**config.mk**
```make
export PLATFORM = sky130hd
export DESIGN_NAME = uart_wb_host_flat
export DESIGN_NICKNAME = d
export VERILOG_FILES = /design/src/rtl/uart_wb_host_if.sv /design/src/rtl/uart_wb_host.sv /design/src/flat_wrapper.sv
export SDC_FILE = /design/constraint.sdc
export NUM_CORES = 1
export LEC_CHECK = 0
export CORE_MARGIN = 3
export CORE_UTILIZATION = 42
export DETAILED_ROUTE_END_ITERATION = 10
export HOLD_SLACK_MARGIN = 0.06
export PLACE_DENSITY = 0.84
export SYNTH_ARGS = -nofsm -noshare
export SYNTH_HDL_FRONTEND = slang
export SYNTH_SLANG_ARGS = --single-unit
```
**constraint.sdc**
```tcl
create_clock -name wb_clk_i -period 3.7 [get_ports wb_clk_i]
set_input_delay 0.74 -clock wb_clk_i [delete_from_list [all_inputs] [get_ports wb_clk_i]]
set_output_delay 0.74 -clock wb_clk_i [all_outputs]
set_load 0.1 [all_outputs]
```
**src/rtl/uart_wb_host_if.sv**
```systemverilog
// uart_wb_host_if
// Bundles the three handshakes around the UART Wishbone host:
//   command stream  : cmd_valid_i, cmd_ready_o, cmd_we_i, cmd_addr_i[2:0], cmd_wdata_i[7:0]
//   response stream : rsp_valid_o, rsp_ready_i, rsp_we_o, rsp_rdata_o[7:0], rsp_err_o
//   Wishbone bus    : wb_addr_o[2:0], wb_dat_o[7:0], wb_dat_i[7:0], wb_we_o, wb_sel_o[3:0],
//                     wb_stb_o, wb_cyc_o, wb_ack_i
// Signal suffixes are named from the host's point of view.
// Modports:
//   master : the host itself (drives cmd_ready, rsp_*, wb_* outputs)
//   slave  : the environment (command source, response sink and UART slave)

interface uart_wb_host_if;

    logic       cmd_valid_i;
    logic       cmd_ready_o;
    logic       cmd_we_i;
    logic [2:0] cmd_addr_i;
    logic [7:0] cmd_wdata_i;

    logic       rsp_valid_o;
    logic       rsp_ready_i;
    logic       rsp_we_o;
    logic [7:0] rsp_rdata_o;
    logic       rsp_err_o;

    logic [2:0] wb_addr_o;
    logic [7:0] wb_dat_o;
    logic [7:0] wb_dat_i;
    logic       wb_we_o;
    logic [3:0] wb_sel_o;
    logic       wb_stb_o;
    logic       wb_cyc_o;
    logic       wb_ack_i;

    modport master (
        input  cmd_valid_i, cmd_we_i, cmd_addr_i, cmd_wdata_i,
        input  rsp_ready_i,
        input  wb_dat_i, wb_ack_i,
        output cmd_ready_o,
        output rsp_valid_o, rsp_we_o, rsp_rdata_o, rsp_err_o,
        output wb_addr_o, wb_dat_o, wb_we_o, wb_sel_o, wb_stb_o, wb_cyc_o
    );

    modport slave (
        output cmd_valid_i, cmd_we_i, cmd_addr_i, cmd_wdata_i,
        output rsp_ready_i,
        output wb_dat_i, wb_ack_i,
        input  cmd_ready_o,
        input  rsp_valid_o, rsp_we_o, rsp_rdata_o, rsp_err_o,
        input  wb_addr_o, wb_dat_o, wb_we_o, wb_sel_o, wb_stb_o, wb_cyc_o
    );

endinterface

```
**src/rtl/uart_wb_host.sv**
```systemverilog
// uart_wb_host
// Wishbone single-cycle master in front of the UART 16550 register port. Turns one
// valid/ready register command into one Wishbone cycle and returns the result on a
// valid/ready response stream. Also synchronises the UART interrupt line.
//
// Ports:
//   wb_clk_i       clock, all logic on the rising edge
//   wb_rst_i       synchronous active-high reset
//   bus            uart_wb_host_if.master (command, response and Wishbone signals)
//   int_i          UART interrupt, asynchronous to wb_clk_i
//   int_sync_o     int_i after a two-flop synchroniser
//   spurious_ack_o one-cycle pulse when wb_ack_i arrives with no cycle in progress
//
// Parameters:
//   TIMEOUT_CYCLES bus cycles to wait for wb_ack_i before aborting (>= 2)
//   TCNT_W         timeout counter width, 2**TCNT_W > TIMEOUT_CYCLES
//
// Build option:
//   UART_WB_TIMEOUT_EN  when defined, a cycle with no ack is aborted after
//                       TIMEOUT_CYCLES bus cycles and reported with rsp_err_o=1.
//                       When undefined, the host waits for ack indefinitely and
//                       rsp_err_o stays 0; TIMEOUT_CYCLES/TCNT_W then have no effect.

module uart_wb_host #(
    parameter int unsigned TIMEOUT_CYCLES = 64,
    parameter int unsigned TCNT_W         = 8
) (
    input  logic                  wb_clk_i,
    input  logic                  wb_rst_i,
    uart_wb_host_if.master        bus,
    input  logic                  int_i,
    output logic                  int_sync_o,
    output logic                  spurious_ack_o
);

    typedef enum logic [1:0] {
        IDLE,
        BUS,
        RESP
    } state_t;

    state_t state;

    // Empty marker block that only elaborates for a configuration whose counter
    // could never reach TIMEOUT_CYCLES-1, making a bad parameter set visible in
    // the elaborated hierarchy.
    if (TIMEOUT_CYCLES < 2 || TIMEOUT_CYCLES >= (64'd1 << TCNT_W)) begin : g_bad_timeout_config
    end

`ifdef UART_WB_TIMEOUT_EN
    localparam logic [TCNT_W-1:0] TCOUNT_LAST = TCNT_W'(TIMEOUT_CYCLES - 1);
    logic [TCNT_W-1:0] tcount;
`endif

    // Command/bus/response sequencer. The Wishbone outputs double as the latched
    // copy of the accepted command, so they stay stable for the whole BUS state.
    // The response is registered on the ack (or timeout) edge and held until the
    // sink takes it; cmd_ready_o only returns on the edge after consumption, so a
    // new command can never be accepted in the same cycle a response leaves.
    always_ff @(posedge wb_clk_i) begin
        if (wb_rst_i) begin
            state           <= IDLE;
            bus.cmd_ready_o <= 1'b1;
            bus.rsp_valid_o <= 1'b0;
            bus.rsp_we_o    <= 1'b0;
            bus.rsp_rdata_o <= 8'h00;
            bus.rsp_err_o   <= 1'b0;
            bus.wb_cyc_o    <= 1'b0;
            bus.wb_stb_o    <= 1'b0;
            bus.wb_we_o     <= 1'b0;
            bus.wb_addr_o   <= 3'd0;
            bus.wb_dat_o    <= 8'h00;
            bus.wb_sel_o    <= 4'h0;
            spurious_ack_o  <= 1'b0;
`ifdef UART_WB_TIMEOUT_EN
            tcount          <= '0;
`endif
        end else begin
            // An ack is only meaningful while a cycle is on the bus.
            spurious_ack_o <= bus.wb_ack_i && (state != BUS);

            case (state)
                IDLE: begin
                    bus.cmd_ready_o <= 1'b1;
                    if (bus.cmd_valid_i) begin
                        bus.cmd_ready_o <= 1'b0;
                        bus.wb_cyc_o    <= 1'b1;
                        bus.wb_stb_o    <= 1'b1;
                        bus.wb_sel_o    <= 4'hF;
                        bus.wb_we_o     <= bus.cmd_we_i;
                        bus.wb_addr_o   <= bus.cmd_addr_i;
                        bus.wb_dat_o    <= bus.cmd_we_i ? bus.cmd_wdata_i : 8'h00;
                        state           <= BUS;
                    end
                end

                BUS: begin
                    if (bus.wb_ack_i) begin
                        // Ack takes priority over a timeout landing on the same cycle.
                        bus.wb_cyc_o    <= 1'b0;
                        bus.wb_stb_o    <= 1'b0;
                        bus.wb_sel_o    <= 4'h0;
                        bus.rsp_valid_o <= 1'b1;
                        bus.rsp_we_o    <= bus.wb_we_o;
                        bus.rsp_rdata_o <= bus.wb_we_o ? 8'h00 : bus.wb_dat_i;
                        bus.rsp_err_o   <= 1'b0;
                        state           <= RESP;
                    end
`ifdef UART_WB_TIMEOUT_EN
                    else begin
                        tcount <= tcount + 1'b1;
                        if (tcount == TCOUNT_LAST) begin
                            bus.wb_cyc_o    <= 1'b0;
                            bus.wb_stb_o    <= 1'b0;
                            bus.wb_sel_o    <= 4'h0;
                            bus.rsp_valid_o <= 1'b1;
                            bus.rsp_we_o    <= bus.wb_we_o;
                            bus.rsp_rdata_o <= 8'h00;
                            bus.rsp_err_o   <= 1'b1;
                            state           <= RESP;
                        end
                    end
`endif
                end

                RESP: begin
                    if (bus.rsp_ready_i) begin
                        bus.rsp_valid_o <= 1'b0;
                        bus.cmd_ready_o <= 1'b1;
                        state           <= IDLE;
`ifdef UART_WB_TIMEOUT_EN
                        tcount          <= '0;
`endif
                    end
                end

                default: begin
                    state <= IDLE;
                end
            endcase
        end
    end

    // Two-flop synchroniser for the UART interrupt, which is generated from
    // registers that may not share this clock.
    logic int_meta;

    always_ff @(posedge wb_clk_i) begin
        if (wb_rst_i) begin
            int_meta   <= 1'b0;
            int_sync_o <= 1'b0;
        end else begin
            int_meta   <= int_i;
            int_sync_o <= int_meta;
        end
    end

endmodule

```
**src/flat_wrapper.sv**
```systemverilog
// flat-port wrapper written by rule: the top's interface ports become plain ports
module uart_wb_host_flat 
#(
    parameter int unsigned TIMEOUT_CYCLES = 64,
    parameter int unsigned TCNT_W         = 8
)
  (wb_clk_i, wb_rst_i, int_i, int_sync_o, spurious_ack_o, bus_cmd_valid_i, bus_cmd_we_i, bus_cmd_addr_i, bus_cmd_wdata_i, bus_rsp_ready_i, bus_wb_dat_i, bus_wb_ack_i, bus_cmd_ready_o, bus_rsp_valid_o, bus_rsp_we_o, bus_rsp_rdata_o, bus_rsp_err_o, bus_wb_addr_o, bus_wb_dat_o, bus_wb_we_o, bus_wb_sel_o, bus_wb_stb_o, bus_wb_cyc_o);
  uart_wb_host_if bus_i ();
  input  logic wb_clk_i;
  input  logic wb_rst_i;
  input  logic int_i;
  output logic int_sync_o;
  output logic spurious_ack_o;
  input wire logic [$bits(bus_i.cmd_valid_i)-1:0] bus_cmd_valid_i;
  input wire logic [$bits(bus_i.cmd_we_i)-1:0] bus_cmd_we_i;
  input wire logic [$bits(bus_i.cmd_addr_i)-1:0] bus_cmd_addr_i;
  input wire logic [$bits(bus_i.cmd_wdata_i)-1:0] bus_cmd_wdata_i;
  input wire logic [$bits(bus_i.rsp_ready_i)-1:0] bus_rsp_ready_i;
  input wire logic [$bits(bus_i.wb_dat_i)-1:0] bus_wb_dat_i;
  input wire logic [$bits(bus_i.wb_ack_i)-1:0] bus_wb_ack_i;
  output wire logic [$bits(bus_i.cmd_ready_o)-1:0] bus_cmd_ready_o;
  output wire logic [$bits(bus_i.rsp_valid_o)-1:0] bus_rsp_valid_o;
  output wire logic [$bits(bus_i.rsp_we_o)-1:0] bus_rsp_we_o;
  output wire logic [$bits(bus_i.rsp_rdata_o)-1:0] bus_rsp_rdata_o;
  output wire logic [$bits(bus_i.rsp_err_o)-1:0] bus_rsp_err_o;
  output wire logic [$bits(bus_i.wb_addr_o)-1:0] bus_wb_addr_o;
  output wire logic [$bits(bus_i.wb_dat_o)-1:0] bus_wb_dat_o;
  output wire logic [$bits(bus_i.wb_we_o)-1:0] bus_wb_we_o;
  output wire logic [$bits(bus_i.wb_sel_o)-1:0] bus_wb_sel_o;
  output wire logic [$bits(bus_i.wb_stb_o)-1:0] bus_wb_stb_o;
  output wire logic [$bits(bus_i.wb_cyc_o)-1:0] bus_wb_cyc_o;
  assign bus_i.cmd_valid_i = bus_cmd_valid_i;
  assign bus_i.cmd_we_i = bus_cmd_we_i;
  assign bus_i.cmd_addr_i = bus_cmd_addr_i;
  assign bus_i.cmd_wdata_i = bus_cmd_wdata_i;
  assign bus_i.rsp_ready_i = bus_rsp_ready_i;
  assign bus_i.wb_dat_i = bus_wb_dat_i;
  assign bus_i.wb_ack_i = bus_wb_ack_i;
  assign bus_cmd_ready_o = bus_i.cmd_ready_o;
  assign bus_rsp_valid_o = bus_i.rsp_valid_o;
  assign bus_rsp_we_o = bus_i.rsp_we_o;
  assign bus_rsp_rdata_o = bus_i.rsp_rdata_o;
  assign bus_rsp_err_o = bus_i.rsp_err_o;
  assign bus_wb_addr_o = bus_i.wb_addr_o;
  assign bus_wb_dat_o = bus_i.wb_dat_o;
  assign bus_wb_we_o = bus_i.wb_we_o;
  assign bus_wb_sel_o = bus_i.wb_sel_o;
  assign bus_wb_stb_o = bus_i.wb_stb_o;
  assign bus_wb_cyc_o = bus_i.wb_cyc_o;
  uart_wb_host #(.TIMEOUT_CYCLES(TIMEOUT_CYCLES), .TCNT_W(TCNT_W)) u_core (.wb_clk_i(wb_clk_i), .wb_rst_i(wb_rst_i), .bus(bus_i), .int_i(int_i), .int_sync_o(int_sync_o), .spurious_ack_o(spurious_ack_o));
endmodule
```
### Yosys cells after proc, flatten, opt, wreduce, memory -nomap -nowiden

Cells that the tools add are included.

* mux-type cells: 18
* equality and inequality tests: 6
* reductions and logical operators: 11

Operator list (count)
* $mux 8: 2
* $reduce_and 3->1: 3
* $mux 4: 2
* $pmux 4 s2: 1
* $mux 1: 6
* $mux 2: 3
* $ne 2x2->1 const B: 3
* $pmux 1 s2: 3
* $pmux 2 s3: 1
* $reduce_and 2->1: 3
* $reduce_bool 2->1: 3
* $eq 2x1->1 const B: 1
* $eq 2x2->1 const B: 1
* $logic_not 2->1: 1
* $ne 2x1->1 const B: 1
* $logic_and 1x1->1: 1

* output and inout bits: 32
* bits of input ports: 26
* logic and storage cells: 48
* register bits after elaboration: 33

### Longest topological paths before layout

Gate-level depths: netlist of run 1.

* depth after elaboration: 3
* mapped depth: 5

### Worst setup path after synthesis of run 1

Ideal clock, no wire load.

* path kind: reg-to-output
* start point: reg, netlist name u_core.bus.wb_sel_o[2]
* end point: out bus_wb_sel_o[0]
* slack: 1.515 ns
* arrival: 1.445 ns
* buffers on the path: 1
* cell stages (with the launch flop): 2
* path through: dfxtp_1 buf_4

RTL lines
* to (decl): RTL line flat_wrapper.sv:29 `output wire logic [$bits(bus_i.wb_sel_o)-1:0] bus_wb_sel_o;`

### Worst setup path in the final report of run 1

* start point: reg u_core.bus.wb_we_o
* end point: out bus_wb_we_o

RTL lines
* from (decl): RTL line uart_wb_host_if.sv:41 `output wb_addr_o, wb_dat_o, wb_we_o, wb_sel_o, wb_stb_o, wb_cyc_o`
* from (signal assigned): RTL line uart_wb_host.sv:90 `bus.wb_we_o <= bus.cmd_we_i;`
* to (decl): RTL line flat_wrapper.sv:28 `output wire logic [$bits(bus_i.wb_we_o)-1:0] bus_wb_we_o;`

No word-level cell between the ends.

==> results of run 1 <==
==> per-layer routing <==
| layer | share of wire, % | global-route usage (%) |
|---|---|---|
| met1 | 39 | 17.47 |
| met5 | 0 | 0 |
| met3 | 10 | 7.350 |
| met2 | 49 | 29.03 |
| met4 | 2.1 | 10.93 |
==> cell families after synthesis <==
| family | synth area share (%) |
|---|---|
| simple gates | 25.30 |
| buf+inv | 9.419 |
| flops | 50.82 |
| other cells | 0.3283 |
| mux | 0.8763 |
| compound gates | 13.25 |
==> flip-flops by register name (all words and copies together) (netlist names), 2 cells and up <==
name,count
u_core.bus.wb_dat_o,8
u_core.bus.wb_addr_o,3
u_core.bus.rsp_rdata_o,8
u_core.state,2
==> synth_stat cells, types with 2 or more instances <==
cell type	number	area share [%]
sky130_fd_sc_hd__inv_1	2	0.66
sky130_fd_sc_hd__buf_4	7	4.6
sky130_fd_sc_hd__nor2b_1	3	1.6
sky130_fd_sc_hd__nand3_1	8	3.5
sky130_fd_sc_hd__nand3b_1	9	5.9
sky130_fd_sc_hd__nor2_1	2	0.66
sky130_fd_sc_hd__nand2_1	26	8.5
sky130_fd_sc_hd__dfxtp_1	29	51
sky130_fd_sc_hd__buf_2	2	0.88
sky130_fd_sc_hd__a21oi_1	24	11
sky130_fd_sc_hd__clkbuf_1	4	1.3
sky130_fd_sc_hd__buf_6	2	2.0
==> cell type report <==
cell class,instances,area (sq um)
Timing Repair Buffer,56,560.5
Inverter,2,7.507
Fill cell,219,833.3
Sequential cell,29,580.6
Tap cell,30,37.54
Clock buffer,8,48.80
Multi-Input combinational cell,84,454.2
==> report_power, final <==
part	internal [mW]	total (mW)	switching [mW]	leakage, nW
clock network	0.0756	0.180	0.105	0.0265
logic	0.0702	0.248	0.178	0.336
registers	0.328	0.340	0.0126	0.237
total	0.473	0.769	0.295	0.600
==> worst paths after layout <==
| check | slack [ns] | to | start | cells past startpoint |
|---|---|---|---|---|
| worst max-delay path | 0.96 | bus_wb_we_o | u_core.bus.wb_we_o | 1 |
| worst min-delay path | 0.45 | u_core.int_sync_o | u_core.int_meta | 1 |
| worst max register to register | 2.29 | u_core.bus.wb_sel_o[2] | u_core.state[0] | 3 |
| worst min register to register | 0.45 | u_core.int_sync_o | u_core.int_meta | 1 |
==> per-stage QoR <==
stage / instance area, sq um / power, mW
floorplan: 1142 / 0.5375
global placement: 1640 / 0.5930
detailed placement: 1640 / 0.5966
CTS: 1689 / 0.7762
global route: 1689 / 0.7997
finish: 1689 / 0.7685
==> metrics.md, run 1 <==
| Metric | Value |
|---|---|
| CTS tree | `done` |
| I/O Pins | `58` |
| Detailed Route WL | `2711 um` |
| Post-synth cell types | `24` |
| Wire length of the first global-routing pass | `4298 um` |
| Fraction of final layout cells sized beyond drive strength 1 | `4.469%` |
| Final core occ | `66.96%` |
| Post-synthesis register bit count | `29` |
| Startpoint class of the critical path | `flip-flop` |
| Clk sinks | `29` |
| Number of antenna violations at the first check in global routing | `0` |
| Worst path max stage delay | `1.19 ns` |
| Data required time of the critical path | `2.96 ns` |
| First DRT Iteration DRCs | `23` |
| Slew headroom | `33.94%` |
| Post-layout minimum cycle time | `2.735 ns` |
| Number of buffers inserted during clock tree synthesis | `5` |
| Pin count of the biggest net entering global routing | `30` |
| Via count of the first global-routing pass | `965` |
| Combined buffer and inverter count along the critical path | `1` |
| Min Hold Slack | `0.4517 ns` |
| Worst clock skew | `0.007286 ns` |
| DRC violation count after routing | `0` |
| Commonest non-fill, non-tap cells in the layout | `sky130_fd_sc_hd__clkdlybuf4s50_1 (56), sky130_fd_sc_hd__dfxtp_1 (29), sky130_fd_sc_hd__nand2_1 (26)` |
| Cell Area, Synth | `1142 sq um` |
| Asr flop ratio synth | `0%` |
| Post-route fraction of the period consumed by the critical path | `73.92%` |
| Maxcap violations | `0` |
| Kind of critical path | `reg -> out` |
| Number of instances in the synthesized netlist | `130` |
| Path class of the lowest-slack min-delay path | `reg -> reg` |
| Final critical-path setup slack | `0.9650 ns` |
| Endpoint arrival time on the critical path | `2.00 ns` |
| Total Routing Usage GR | `17.26%` |
| Register area share after synthesis | `50.82%` |
| Number of buffers inserted by post-CTS setup repair | `0` |
| P&R area growth vs syn | `47.86%` |
| Slew at the pin closest to its max-slew limit | `0.9878 ns` |
| Hold Vio Cnt, Final | `0` |
| Final Wtd Congestion | `0.7451` |
| Resized Gates After CTS | `0` |
| Syn nets | `156` |
| Number of placement rows | `18` |
| Count of flip-flops with a built-in enable after synthesis | `0` |
| VDD IR max | `0.0003099 V` |
| Most frequent standard cell in the layout excluding fill and tap cells | `sky130_fd_sc_hd__clkdlybuf4s50_1` |
| Clock tree root buffer cell | `sky130_fd_sc_hd__clkbuf_4` |
| Worst Path Max Fanout | `11` |
| Core ar. | `2522 sq um` |
| Die ar. | `3381 sq um` |
| Top delay family on crit path | `buffers and inverters` |
| Result of the run | `finished clean` |
| RSZ-0062 raised after global routing | `no` |
| Post-placement cell count | `201` |
| Register clock-pin slew on the reported worst setup and hold paths | `0.08 ns` |
| Overall die width | `58.15 um` |
| Fmax | `365.6 MHz` |
| Most instantiated flip-flop cell in the synthesis netlist | `sky130_fd_sc_hd__dfxtp_1` |
| Crit path max-delay cell type | `sky130_fd_sc_hd__clkdlybuf4s50_1` |
| Buffer levels on the longest clock path | `2` |
| Setup TNS after final layout | `0 ns` |
| Count of endpoints failing setup in the final report | `0` |
| Overall die height | `58.15 um` |
| Total Nets Final | `204` |
| Average wire length per cell after detail routing | `12.97 um` |
| Via/cell ratio | `4.971` |
| Areal power density over the cells | `455.0 nW/um^2` |
| Syn avg cell area | `8.787 sq um` |
| Port-buffer cells | `56` |
| Kind of end point of the critical path | `primary output` |
| Pre-CTS setup slack | `1.322 ns` |
| Leakage power total | `0.6001 nW` |
| Initial Util | `45.29%` |
| CP Cell Sequence | `clkdlybuf4s50_1` |
| Sum of overflow across all layers after global routing | `0` |
| Worst skew pair latency | `0.33 ns` |
| H-tree depth | `2` |
| Final Max Slew Viols | `0` |
| Number of hold buffers added after cts | `0` |
| Finished Layout Cells | `209` |
| Count of vias placed by the detailed router | `1,039` |
| Number of inserted diodes | `0` |
| Remaining antenna violation count | `0` |
| Pre-Repair DR Iteration Count | `4` |
| Number of warnings issued by yosys | `0` |
| Estimated wirelength of the detail-placed design | `1957 um` |
No activity file was read; power rests on OpenSTA's default activity.
==> run 2, diff against run 1 <==
--- a/config.mk
+++ b/config.mk
@@ -6,10 +6,10 @@
 export NUM_CORES = 1
 export LEC_CHECK = 0
 export CORE_MARGIN = 3
-export CORE_UTILIZATION = 42
+export CORE_UTILIZATION = 35
 export DETAILED_ROUTE_END_ITERATION = 10
 export HOLD_SLACK_MARGIN = 0.06
-export PLACE_DENSITY = 0.84
+export PLACE_DENSITY = 0.75
 export SYNTH_ARGS = -nofsm -noshare
 export SYNTH_HDL_FRONTEND = slang
 export SYNTH_SLANG_ARGS = --single-unit
==> constraint.sdc (replaced) <==
create_clock -name wb_clk_i -period 2.4 [get_ports wb_clk_i]
set_input_delay 0.48 -clock wb_clk_i [delete_from_list [all_inputs] [get_ports wb_clk_i]]
set_output_delay 0.48 -clock wb_clk_i [all_outputs]
set_load 0.1 [all_outputs]
==> metrics.md, run 2 (synthesis gave the netlist of run 1 again) <==
| Metric | Value |
|---|---|
| Result of the run | `finished clean` |
| First DRT Iteration DRCs | `28` |
| Count of vias placed by the detailed router | `1,050` |
| Commonest non-fill, non-tap cells in the layout | `sky130_fd_sc_hd__buf_4 (32), sky130_fd_sc_hd__dfxtp_1 (29), sky130_fd_sc_hd__nand2_1 (26)` |
| Final Max Slew Viols | `0` |
| Worst skew pair latency | `0.32 ns` |
| Final critical-path setup slack | `0.7669 ns` |
| Top delay family on crit path | `flip-flops` |
| Count of endpoints failing setup in the final report | `0` |
| Min Hold Slack | `0.4529 ns` |
| Endpoint arrival time on the critical path | `1.15 ns` |
| Buffer levels on the longest clock path | `2` |
| Setup TNS after final layout | `0 ns` |
| Remaining antenna violation count | `0` |
| Detailed Route WL | `2795 um` |
| Startpoint class of the critical path | `flip-flop` |
| Average wire length per cell after detail routing | `12.48 um` |
| Slew at the pin closest to its max-slew limit | `0.5543 ns` |
| Worst clock skew | `0.005716 ns` |
| Instance area at placement | `1588 sq um` |
| Final cell area excluding filler cells | `1658 sq um` |
| CTS tree | `done` |
| Pre-Repair DR Iteration Count | `5` |
| Overall die width | `63.13 um` |
| Wire length of the first global-routing pass | `4457 um` |
| Most frequent standard cell in the layout excluding fill and tap cells | `sky130_fd_sc_hd__buf_4` |
| Kind of critical path | `reg -> out` |
| Clock tree root buffer cell | `sky130_fd_sc_hd__clkbuf_4` |
| Initial Util | `37.11%` |
| Maxcap violations | `0` |
| Total power of the final layout | `1.228 mW` |
| Pre-CTS setup slack | `0.4994 ns` |
| Post-layout minimum cycle time | `1.633 ns` |
| Via count of the first global-routing pass | `1,050` |
| Register clock-pin slew on the reported worst setup and hold paths | `0.09 ns` |
| Data required time of the critical path | `1.92 ns` |
| Total Nets Final | `205` |
| Port-buffer cells | `56` |
| Slew headroom | `62.93%` |
| Crit path max-delay cell type | `sky130_fd_sc_hd__dfxtp_1` |
| Worst path max stage delay | `0.49 ns` |
| Fraction of final layout cells sized beyond drive strength 1 | `23.89%` |
| Via/cell ratio | `4.688` |
| Areal power density over the cells | `740.8 nW/um^2` |
| DRC violation count after routing | `0` |
| Hold Vio Cnt, Final | `0` |
| Core ar. | `3078 sq um` |
| CP Cell Sequence | `buf_4` |
| Number of buffers inserted during clock tree synthesis | `5` |
| Number of buffers inserted by post-CTS setup repair | `0` |
| Final Wtd Congestion | `0.7204` |
| RSZ-0062 raised after global routing | `no` |
| Total Routing Usage GR | `14.19%` |
| Worst Path Max Fanout | `11` |
| Overall die height | `63.13 um` |
| Number of inserted diodes | `0` |
| Fmax | `612.3 MHz` |
| Clk sinks | `29` |
| Pin count of the biggest net entering global routing | `16` |
| Post-route fraction of the period consumed by the critical path | `68.05%` |
| Largest registers | `u_core.bus.rsp_rdata_o (8), u_core.bus.wb_dat_o (8), u_core.bus.wb_addr_o (3)` |
| H-tree depth | `2` |
| Combined buffer and inverter count along the critical path | `1` |
| Resized Gates After CTS | `0` |
| Kind of end point of the critical path | `primary output` |
| Die ar. | `3985 sq um` |
| Number of hold buffers added after cts | `0` |
| Leakage power total | `0.6741 nW` |
| Number of placement rows | `20` |
| Number of antenna violations at the first check in global routing | `0` |
| Sum of overflow across all layers after global routing | `0` |
| VDD IR max | `0.0004178 V` |
| Estimated wirelength of the detail-placed design | `2151 um` |
| I/O Pins | `58` |
| Path class of the lowest-slack min-delay path | `reg -> reg` |
| P&R area growth vs syn | `45.13%` |
## run 2: layer usage
metal	track usage, %	part of all wire (%)	vias up
li1	-	-	525
met1	13.76	39	489
met2	26.35	53	32
met3	5.526	6.3	4
met4	6.061	1.5	0
met5	0	0	-
## run 2: cell type report
| class | instances | area [sq um] |
|---|---|---|
| multi-input cells | 84 | 454.2 |
| clock buffers | 7 | 65.06 |
| repair buffers | 57 | 490.5 |
| well taps | 44 | 55.05 |
| clock inverters | 1 | 5.005 |
| flip-flops and latches | 29 | 580.6 |
| inverters | 2 | 7.507 |
| fillers | 299 | 1420 |
## run 2: tightest hold or removal path, delay by kind of cell (launching register included)
kind | cells | cell delay [ns]
compound gates | 1 | 0.05
simple gates | 1 | 0.05
flops | 1 | 0.32
## run 2: through the flow
| stage | utilization [%] | cells |
|---|---|---|
| floorplan | - | 130 |
| global placement | 51.59 | 216 |
| detailed placement | 51.59 | 216 |
| CTS | 53.86 | 224 |
| global route | 53.86 | 224 |
| finish | 53.86 | 224 |
## run 2: where the power goes
group	switching, mW	leakage [nW]	internal (mW)
Sequential	0.0212	0.237	0.505
Combinational	0.274	0.396	0.0989
Clock	0.159	0.0413	0.170
Total	0.454	0.674	0.774
## run 2: final timing paths
path | start | to | slack [ns] | depth (start not counted)
min reg2reg | u_core.bus.rsp_rdata_o[4] | u_core.bus.rsp_rdata_o[4] | 0.45 | 2
max | u_core.bus.wb_we_o | bus_wb_we_o | 0.77 | 1
min | u_core.bus.rsp_rdata_o[4] | u_core.bus.rsp_rdata_o[4] | 0.45 | 2
max reg2reg | u_core.state[0] | u_core.bus.wb_dat_o[4] | 1.03 | 3
